$ cat config.mk
export PLATFORM = sky130hd
export DESIGN_NAME = rf_wb_arbiter
export DESIGN_NICKNAME = d
export VERILOG_FILES = /design/src/rtl/rf_wb_arbiter.sv
export SDC_FILE = /design/constraint.sdc
export NUM_CORES = 1
export LEC_CHECK = 0
export ABC_AREA = 1
export CELL_PAD_IN_SITES_DETAIL_PLACEMENT = 1
export CELL_PAD_IN_SITES_GLOBAL_PLACEMENT = 2
export CORE_UTILIZATION = 16
export CTS_BUF_LIST = sky130_fd_sc_hd__clkbuf_8 sky130_fd_sc_hd__clkbuf_16
export CTS_CLUSTER_SIZE = 28
export DETAILED_ROUTE_END_ITERATION = 7
export PLACE_DENSITY_LB_ADDON = 0.1
export SLEW_MARGIN = 20
export SYNTH_ARGS = -nofsm -noshare
export SYNTH_HDL_FRONTEND = slang
export SYNTH_SLANG_ARGS = --single-unit
$ cat constraint.sdc
create_clock -name clk -period 1.65 [get_ports clk]
set_input_delay 0.33 -clock clk [delete_from_list [all_inputs] [get_ports clk]]
set_output_delay 0.33 -clock clk [all_outputs]
set_load 0.02 [all_outputs]
$ cat src/rtl/rf_wb_arbiter.sv
// Round-robin write-back arbiter feeding the register file's single write port.
// Define RF_WB_BYPASS_EN to add the staged-write forwarding ports.
module rf_wb_arbiter #(
  parameter int NumReq    = 3,
  parameter int PtrWidth  = 2,
  parameter int AddrWidth = 5,
  parameter int DataWidth = 32
) (
  input  logic                           clk,
  input  logic                           rst,
  input  logic [NumReq-1:0]              req_valid,
  output logic [NumReq-1:0]              req_ready,
  input  logic [NumReq*AddrWidth-1:0]    req_addr,
  input  logic [NumReq*DataWidth-1:0]    req_data,
  input  logic                           wb_stall,
  output logic                           write_enable,
  output logic [AddrWidth-1:0]           write_address,
  output logic [DataWidth-1:0]           write_data,
  output logic                           idle
`ifdef RF_WB_BYPASS_EN
  ,
  input  logic [AddrWidth-1:0]           rd_addr1,
  input  logic [AddrWidth-1:0]           rd_addr2,
  output logic                           byp_hit1,
  output logic                           byp_hit2,
  output logic [DataWidth-1:0]           byp_data1,
  output logic [DataWidth-1:0]           byp_data2
`endif
);

  logic [PtrWidth-1:0]  r_ptr;
  logic                 r_we;
  logic [AddrWidth-1:0] r_addr;
  logic [DataWidth-1:0] r_data;

  logic [NumReq-1:0]    w_ready;
  logic                 w_found;
  logic                 w_xfer;
  logic                 w_in_win;
  logic [PtrWidth-1:0]  w_nxt;
  logic [AddrWidth-1:0] w_addr;
  logic [DataWidth-1:0] w_data;

  // Pass 0 scans r_ptr..NumReq-1, pass 1 wraps to 0..r_ptr-1.
  always_comb begin
    w_ready  = '0;
    w_found  = 1'b0;
    w_in_win = 1'b0;
    w_nxt    = '0;
    w_addr   = '0;
    w_data   = '0;
    if (rst && !wb_stall) begin
      for (int p = 0; p < 2; p++) begin
        for (int i = 0; i < NumReq; i++) begin
          if (p == 0) w_in_win = (PtrWidth'(i) >= r_ptr);
          else        w_in_win = (PtrWidth'(i) <  r_ptr);
          if (!w_found && req_valid[i] && w_in_win) begin
            w_found    = 1'b1;
            w_ready[i] = 1'b1;
            w_addr     = req_addr[i*AddrWidth +: AddrWidth];
            w_data     = req_data[i*DataWidth +: DataWidth];
            w_nxt      = (i == NumReq-1) ? '0 : PtrWidth'(i+1);
          end
        end
      end
    end
  end

  assign w_xfer = w_found;

  always_ff @(posedge clk) begin
    if (!rst) begin
      r_ptr  <= '0;
      r_we   <= 1'b0;
      r_addr <= '0;
      r_data <= '0;
    end else if (w_xfer) begin
      r_ptr  <= w_nxt;
      r_we   <= |w_addr;
      r_addr <= w_addr;
      r_data <= w_data;
    end else begin
      r_we   <= 1'b0;
    end
  end

  assign req_ready     = w_ready;
  assign write_enable  = r_we;
  assign write_address = r_addr;
  assign write_data    = r_data;
  assign idle          = ~|req_valid & ~r_we;

`ifdef RF_WB_BYPASS_EN
  assign byp_hit1  = r_we & (|rd_addr1) & (rd_addr1 == r_addr);
  assign byp_hit2  = r_we & (|rd_addr2) & (rd_addr2 == r_addr);
  assign byp_data1 = byp_hit1 ? r_data : '0;
  assign byp_data2 = byp_hit2 ? r_data : '0;
`endif

endmodule

## After elaboration in Yosys (flattened, before gate mapping)

Cells that the tools add are included.

| operators by class | value |
|---|---|
| $lt $le $gt $ge | 6 |
| mux-type cells | 45 |
| bitwise logic cells | 2 |
| reductions and logical operators | 22 |

Operators with widths:

| kind | number |
|---|---|
| two-way mux 32 bit | 7 |
| two-way mux 5 bit | 7 |
| two-way mux 1 bit | 24 |
| logical AND 1 bit | 12 |
| two-way mux 2 bit | 6 |
| zero test 1 bit | 7 |
| OR reduction 5 bit | 1 |
| >= comparator 1 x 2 -> 1 bit (first input constant) | 2 |
| < comparator 1 x 2 -> 1 bit (first input constant) | 2 |
| two-way mux 3 bit | 1 |
| OR reduction 3 bit | 1 |
| >= comparator 2 bit (first input constant) | 1 |
| < comparator 2 bit (first input constant) | 1 |
| AND reduction 2 bit | 1 |
| AND 1 bit | 1 |
| inverter 1 bit | 1 |

| storage, ports and cells | value |
|---|---|
| register bits | 40 |
| input port bits | 117 |
| output and inout bits | 42 |
| logic and storage cells | 79 |

## Longest topological paths before layout

Gate-level depths: netlist of the first run.

| depth | value |
|---|---|
| word-level depth | 32 |
| gate-level depth with buffers | 13 |
| depth with buffers taken out | 13 |

## Worst setup path after synthesis of the first run

OpenSTA, ideal clock, no wires.

| path | value |
|---|---|
| path type | register -> output |
| start | register r_ptr[1] |
| end | output port req_ready[2] |
| data arrival time | 1,351 ps |
| required time | 1,320 ps |
| path slack | -31 ps |
| cell stages (with the launch flop) | 8 |
| buffers on the path | 1 |
| path through | dfxtp_1 nor2_2 nand2_4 nand3_2 nor2_4 nand3_2 buf_6 a21oi_1 |

| on the way | value |
|---|---|
| longest elaborated chain between the ends | 30 |
| elaborated cells between the ends (all ways) | 41 |
| those cells by class | 6 x order compare; 19 x mux; 16 x reduce/logical |

Ends and longest elaborated chain:

| what | line | RTL |
|---|---|---|
| from (decl) | 31 | `logic [PtrWidth-1:0] r_ptr;` |
| from (signal assigned) | 78 | `r_ptr <= w_nxt;` |
| >= comparator 1 x 2 -> 1 bit | 55 | `if (p == 0) w_in_win = (PtrWidth'(i) >= r_ptr);` |
| two-way mux 1 bit | 52 | `if (rst && !wb_stall) begin` |
| logical AND 1 bit | 57 | `if (!w_found && req_valid[i] && w_in_win) begin` |
| two-way mux 1 bit | 57 |  |
| two-way mux 1 bit | 52 |  |
| zero test 1 bit | 57 |  |
| logical AND 1 bit (2 in series) | 57 |  |
| two-way mux 1 bit | 57 |  |
| [... 11 more ...] | -- |  |
| zero test 1 bit | 57 |  |
| logical AND 1 bit (2 in series) | 57 |  |
| two-way mux 1 bit | 57 |  |
| two-way mux 1 bit | 52 |  |
| zero test 1 bit | 57 |  |
| logical AND 1 bit (2 in series) | 57 |  |
| two-way mux 1 bit (*) | 57 |  |
| two-way mux 3 bit (*) | 52 |  |
| to (decl) | 12 | `output logic [NumReq-1:0] req_ready,` |

Mark *: on every way between the ends. The rest lies on a longest branch, timed or not. The select of a mux whose other input is x is not followed.

## Worst setup path in the final report of the first run

| path | value |
|---|---|
| start | register r_ptr[1] |
| end | output port req_ready[0] |

| on the way | value |
|---|---|
| longest elaborated chain between the ends | 20 |
| elaborated cells between the ends (all ways) | 26 |
| those cells by class | 4 x order compare; 12 x mux; 10 x reduce/logical |

Ends and longest elaborated chain:

| what | line |
|---|---|
| >= comparator 1 x 2 -> 1 bit | 55 |
| two-way mux 1 bit | 52 |
| logical AND 1 bit | 57 |
| two-way mux 1 bit | 57 |
| two-way mux 1 bit | 52 |
| zero test 1 bit | 57 |
| logical AND 1 bit (2 in series) | 57 |
| two-way mux 1 bit | 57 |
| two-way mux 1 bit | 52 |
| zero test 1 bit | 57 |
| logical AND 1 bit (2 in series) | 57 |
| two-way mux 1 bit | 57 |
| two-way mux 1 bit | 52 |
| zero test 1 bit | 57 |
| logical AND 1 bit (2 in series) | 57 |
| two-way mux 1 bit (*) | 57 |
| two-way mux 3 bit (*) | 52 |

Marked as above.

==> results of run 1 <==
[state kept, by name, indices dropped and copies added, names as in the netlist]
| register | count |
|---|---|
| write_address | 5 |
| write_data | 32 |
| write_enable | 1 |
| r_ptr | 2 |
[layer usage]
layer,wire length [um],share of wire [%],global-route usage (%)
met1,4750,44,17.8
met2,4970,46,23.9
met3,963,8.9,4.70
met4,129,1.2,4.09
met5,0,0,0
[worst reg2reg max path, cell delays in order, from the launching register on]
cell and delay, ns:
dfxtp_4 0.40, nand2_2 0.08, nand2_4 0.08, buf_4 0.11, nand4_2 0.12, buf_6 0.17, or2_0 0.19, nand2_1 0.10
nand3_1 0.10, nand2_2 0.08, nand2_1 0.05, nor2_1 0.08, nand2_1 0.06
[layout make-up]
cell class | count | area [um^2] | area share [%]
repair buffers | 203 | 2000 | 43.3
multi-input cells | 265 | 1370 | 29.6
flip-flops and latches | 40 | 808 | 17.5
well taps | 180 | 225 | 4.87
clock buffers | 5 | 125 | 2.70
inverters | 23 | 86.3 | 1.87
clock inverters | 2 | 8.76 | 0.189
[cell usage in the layout, fill, tap and decap left out, drive strengths merged, types with 3 or more instances in the layout]
cell,count
a21oi,32
dlygate4sd2,3
clkbuf,6
nand2,142
clkdlybuf4s50,149
a31oi,14
nor2,6
o21ai,4
inv,24
buf,49
a22oi,17
nand4,5
nand3,39
dfxtp,40
[worst paths after layout]
path	end	cells after the start
hold reg to reg	write_data[19]$_SDFFE_PN0P_	2
hold / removal	r_ptr[1]$_SDFFE_PN0P_	4
setup reg to reg	write_enable$_SDFF_PN0_	12
setup / recovery	req_ready[0]	5
[metrics by stage]
step           util, %  total power, W  hold WS [ns]
6_report          33.5         0.00325         0.403
2_1_floorplan        -         0.00158         0.491
5_1_grt           33.5         0.00345         0.422
4_1_cts           32.9         0.00329         0.401
3_3_place_gp      31.4         0.00229         0.457
3_5_place_dp      31.4         0.00229         0.464
[timing repair]
| item | in CTS | in global routing |
|---|---|---|
| resized for setup | 44 | 11 |
| pin swaps | 8 | 2 |
| setup buffers | 2 | 0 |
| setup endpoints to repair | 42 | 43 |
| cloned | 0 | 1 |
| hold buffers | 0 | 0 |
[logic make-up (layout without fill, tap and decap cells)]
kind of cell / after synthesis / count (layout) / share of synthesized area (%)
simple gates: 196 / 196 / 37.6
compound gates: 69 / 69 / 18.4
buf+inv: 44 / 233 / 8.52
flops: 40 / 40 / 35.4
[power by group through the flow]
stage	clock [W]	combinational, W	sequential [W]
floorplan	0	0.000339	0.00124
global placement	0	0.00115	0.00113
detailed placement	0	0.00116	0.00114
CTS	0.000988	0.00118	0.00112
global route	0.00102	0.00130	0.00113
finish	0.000937	0.00120	0.00111
==> run metrics, run 1 <==
RSZ-0062 raised after global routing true; top cells by count, synth nand2_1 (139), dfxtp_1 (40), nand3_1 (37); post-synthesis async set-or-reset flop share 0%; DRC 0; Syn Std Cell Area 2260 um^2; Least-Margin Pin Slew 0.457 ns; Fillers 1702; FF-to-FF setup slack -0.05 ns; critical path fanouts, max 6; Final min period 1.76 ns; Top Ports 159; Finished Cell Area 4630 um^2; Ant. Diodes 0; Port Buffers 158; min-delay src rst; vias per cell 4.32; CTS buffer count 5; total global routing overflow 0; max-slew violations 0; router iterations before antenna repair 4; Cells after DPL 708; gr usage total 14.5%; Non-Filler Instances 718; pre-CTS WS -0.765 ns; crit-path cells nor2_4 -> nand2_4 -> buf_4 -> a21oi_2 -> buf_6; area post-placement 4340 um^2; Rel. slew slack 69.5%; failing checks setup timing; flops & latches, synth 40; clock share of power 28.9%; count leader, synth nand2_1; distinct cell type count after synthesis 25; Primary FF master, synth dfxtp_1; synthesis-to-finish area growth 105%; CP startpoint kind flop; Yosys warning total 0; Core ar. 13800 um^2; CP delay by family, top flip-flops; peak supply drop 0.390 mV; setup violators final 24; Max Fclk 568 MHz; Post-synth EDFFs 0; post-route ant nets 0; Gate power share 36.9%; Arr. time, crit path 1.43 ns; Post-Route WL 10.8 mm; MaxCap Viol Count 0; top cells by area, synth dfxtp_1 (35%), nand2_1 (23%), nand3_1 (8.2%); Die X 121 um; Buf/Inv on CP 2; first-pass GRT wire length 16.3 mm; hpwl dp 8.09 mm; Worst Skew 0.00428 ns; clk slew on worst S/H paths 0.06 ns; DR vias 3100; htree depth 2; Wirelength per Cell 15.1 um; Die Ht 121 um; FP Rows 43; Setup crit start r_ptr[1]$_SDFFE_PN0P_; period utilization 107%; CTS Sinks 40; gpl congestion 0.754; Leakage 2.05 nW; Slowest-stage cell, CP dfxtp_4; syn nets 466; Pint 0.00225 W; TritonCTS clock tree built; Setup crit end kind primary output; Die Area 14600 um^2; clk root buf clkbuf_16; Iter 0 DRT Violations 96; sequential share of the synthesized area 35.4%; Crit Path Class flop to primary output; setup TNS -0.625 ns; switching pwr 0.000998 W; Reg power frac 34.3%; status complete, but fails checks; Hold Violations, Final 0; top-area cell type share of the netlist area 35.4%; largest net degree at the start of global routing 38; slowest cell delay on critical path 0.37 ns; vias in the first global route 3158; Worst R2R Start r_ptr[1]$_SDFFE_PN0P_; cell taking the most area after synthesis dfxtp_1; setup slack after layout -0.110 ns; sw frac 30.7%; Syn Area/Cell 6.48 um^2; clk_lat worst skew 0.28 ns; share of layout cells above drive strength 1 16.5%; Critical Path RT 1.32 ns; pwr dens 702 nW/um^2; fin nets 655; Hold Path Class input pin to flop; Clock Path Buffers 2; Initial Utilization 16.4%; initial antenna violation count 0; cell count after synthesis 349
Note: power is estimated with default switching activity, not from simulation.
==> inputs of run 2 (changes only) <==
- HOLD_SLACK_MARGIN: not set -> 0.08
- PLACE_DENSITY_LB_ADDON: 0.1 -> 0.12
==> run metrics, run 2 (synthesized netlist as in run 1, its figures left out) <==
crit-path cells inv_2 -> nand2_4 -> nand3_4 -> nor2_4 -> nand3_2 -> a21oi_2 -> buf_6; max reg flops 32 (unchanged); Cells after DPL 706 (-0.28%); DR vias 3081 (-0.61%); max-slew violations 0 (unchanged); Hold Path Class input pin to flop; Setup crit end kind primary output; gr usage total 14.0% (-0.46 points); router iterations before antenna repair 4 (unchanged); Wirelength per Cell 15.0 um (-0.76%); failing checks setup timing; CTS buffer count 5 (unchanged); Final Power 0.00333 W (+2.6%); Worst Skew 0.00524 ns (+0.000954 ns); TritonCTS clock tree built; gpl congestion 0.787 (+4.5%); FP Rows 43 (unchanged); clk slew on worst S/H paths 0.06 ns (about the same); Max Fclk 575 MHz (+1.3%); total global routing overflow 0 (unchanged); post-layout util 34.1% (+0.61 points); Die Area 14600 um^2 (unchanged); status complete, but fails checks; Die X 121 um (unchanged); DRC 0 (unchanged); post-route ant nets 0 (unchanged); vias in the first global route 3054 (-3.3%); Hold Violations, Final 0 (unchanged); pwr dens 708 nW/um^2 (+0.76%); Hold-fix buffers, CTS 0 (unchanged); Post-Route WL 10.8 mm (about the same); CTS Sinks 40 (unchanged); largest net degree at the start of global routing 38 (unchanged); Iter 0 DRT Violations 113 (+18%); RSZ-0062 raised after global routing true; footprint of the multi-input gates 1380 um^2 (+1.0%); FF/Latch Area 808 um^2 (unchanged); Non-Filler Instances 723 (+0.70%); Crit Path Class flop to primary output; most frequent cells in the layout clkdlybuf4s50_1 (148), nand2_1 (132), buf_4 (40); htree depth 2 (unchanged); commonest non-fill, non-tap cell in the layout clkdlybuf4s50_1; Ant. Diodes 0 (unchanged); Finished Cell Area 4710 um^2 (+1.8%); area post-placement 4310 um^2 (-0.63%); Critical Path RT 1.32 ns (about the same); Fillers 1679 (-1.4%); peak supply drop 0.335 mV (-14%); Arr. time, crit path 1.41 ns (-0.02 ns); Final min period 1.74 ns (-0.0217 ns); first-pass GRT wire length 15.9 mm (-2.2%); Leakage 2.11 nW (+3.1%); MaxCap Viol Count 0 (unchanged); CP startpoint kind flop; Slowest-stage cell, CP dfxtp_4; synthesis-to-finish area growth 108%; Clock Path Buffers 2 (unchanged); CP delay by family, top simple AND/OR/NAND/NOR gates; clk root buf clkbuf_16; fin nets 659 (+0.61%); Port Buffers 158 (unchanged); critical path fanouts, max 5 (-1); Buf/Inv on CP 2 (unchanged); Top Ports 159 (unchanged); hold slack final 0.414 ns (+0.0104 ns); Initial Utilization 16.4% (unchanged); setup violators final 6 (-75%); Rel. slew slack 70.2% (+0.69 points); setup slack after layout -0.0878 ns (+0.0217 ns); Die Ht 121 um (unchanged); slowest cell delay on critical path 0.39 ns (+0.02 ns); period utilization 105% (-1.3 points); vias per cell 4.26 (-1.3%); clk_lat worst skew 0.28 ns (about the same); share of layout cells above drive strength 1 17.5% (+0.95 points); initial antenna violation count 0 (unchanged); Least-Margin Pin Slew 0.446 ns (-0.0104 ns); Core ar. 13800 um^2 (unchanged); hpwl dp 7.86 mm (-2.9%)
run 2: cell types whose count changed in the layout (fill, tap and decap cells not counted), sizes merged:
cell           delta
clkbuf            +4
clkdlybuf4s50     -1
dlymetal6s2s      +1
clkinv            -1
clkinvlp          +1
buf               +1
run 2: cell type report:
type	count	area share [%]
clock buffer	6	2.95
clock inverter	2	0.239
inverter	23	1.89
multi-input combinational	265	29.4
sequential	40	17.2
tap	180	4.78
timing repair buffer	207	43.6
run 2: metrics by stage:
stage,worst slack [ns],setup TNS [ns]
4_1_cts,-0.108,-1.32
2_1_floorplan,0.0712,0
3_3_place_gp,-0.752,-19.81
3_5_place_dp,-0.778,-22.43
6_report,-0.0878,-0.200
5_1_grt,-0.192,-3.47
run 2: worst paths after layout:
kind	slack, ns	endpoint	depth (start not counted)	from
setup / recovery	-0.09	req_ready[2]	7	r_ptr[1]$_SDFFE_PN0P_
hold / removal	0.41	r_ptr[0]$_SDFFE_PN0P_	4	rst
setup reg to reg	-0.01	write_enable$_SDFF_PN0_	12	r_ptr[1]$_SDFFE_PN0P_
hold reg to reg	0.47	write_data[10]$_SDFFE_PN0P_	2	write_data[10]$_SDFFE_PN0P_
run 2: worst register-to-register path, delay by kind of cell (launching register included):
kind                   cells  cell delay (ns)
AND/OR/NAND/NOR           10             0.91
flip-flops                 1             0.39
buffers and inverters      2             0.29
run 2: what timing repair did:
| action | CTS | global route |
|---|---|---|
| pin swaps | 3 | 7 |
| setup endpoints to repair | 43 | 42 |
| endpoints found under the hold margin | 0 | 0 |
| gates cloned | 0 | 3 |
| buffers inserted | 4 | 2 |
| resized for setup | 30 | 29 |
run 2: report_power, final:
part	internal, W	total (W)	switching, W	leakage [nW]
Clock	0.000597	0.000997	0.000400	0.0743
Sequential	0.00106	0.00111	0.0000522	0.333
Combinational	0.000664	0.00122	0.000559	1.71
Total	0.00232	0.00333	0.00101	2.11
run 2: metal layers:
metal | vias to the layer above | track usage, % | wire length, um
met5 | - | 0 | 0
met1 | 1424 | 18.2 | 4910
met4 | 0 | 2.78 | 61
li1 | 1552 | - | -
met2 | 100 | 22.6 | 5030
met3 | 5 | 4.56 | 813
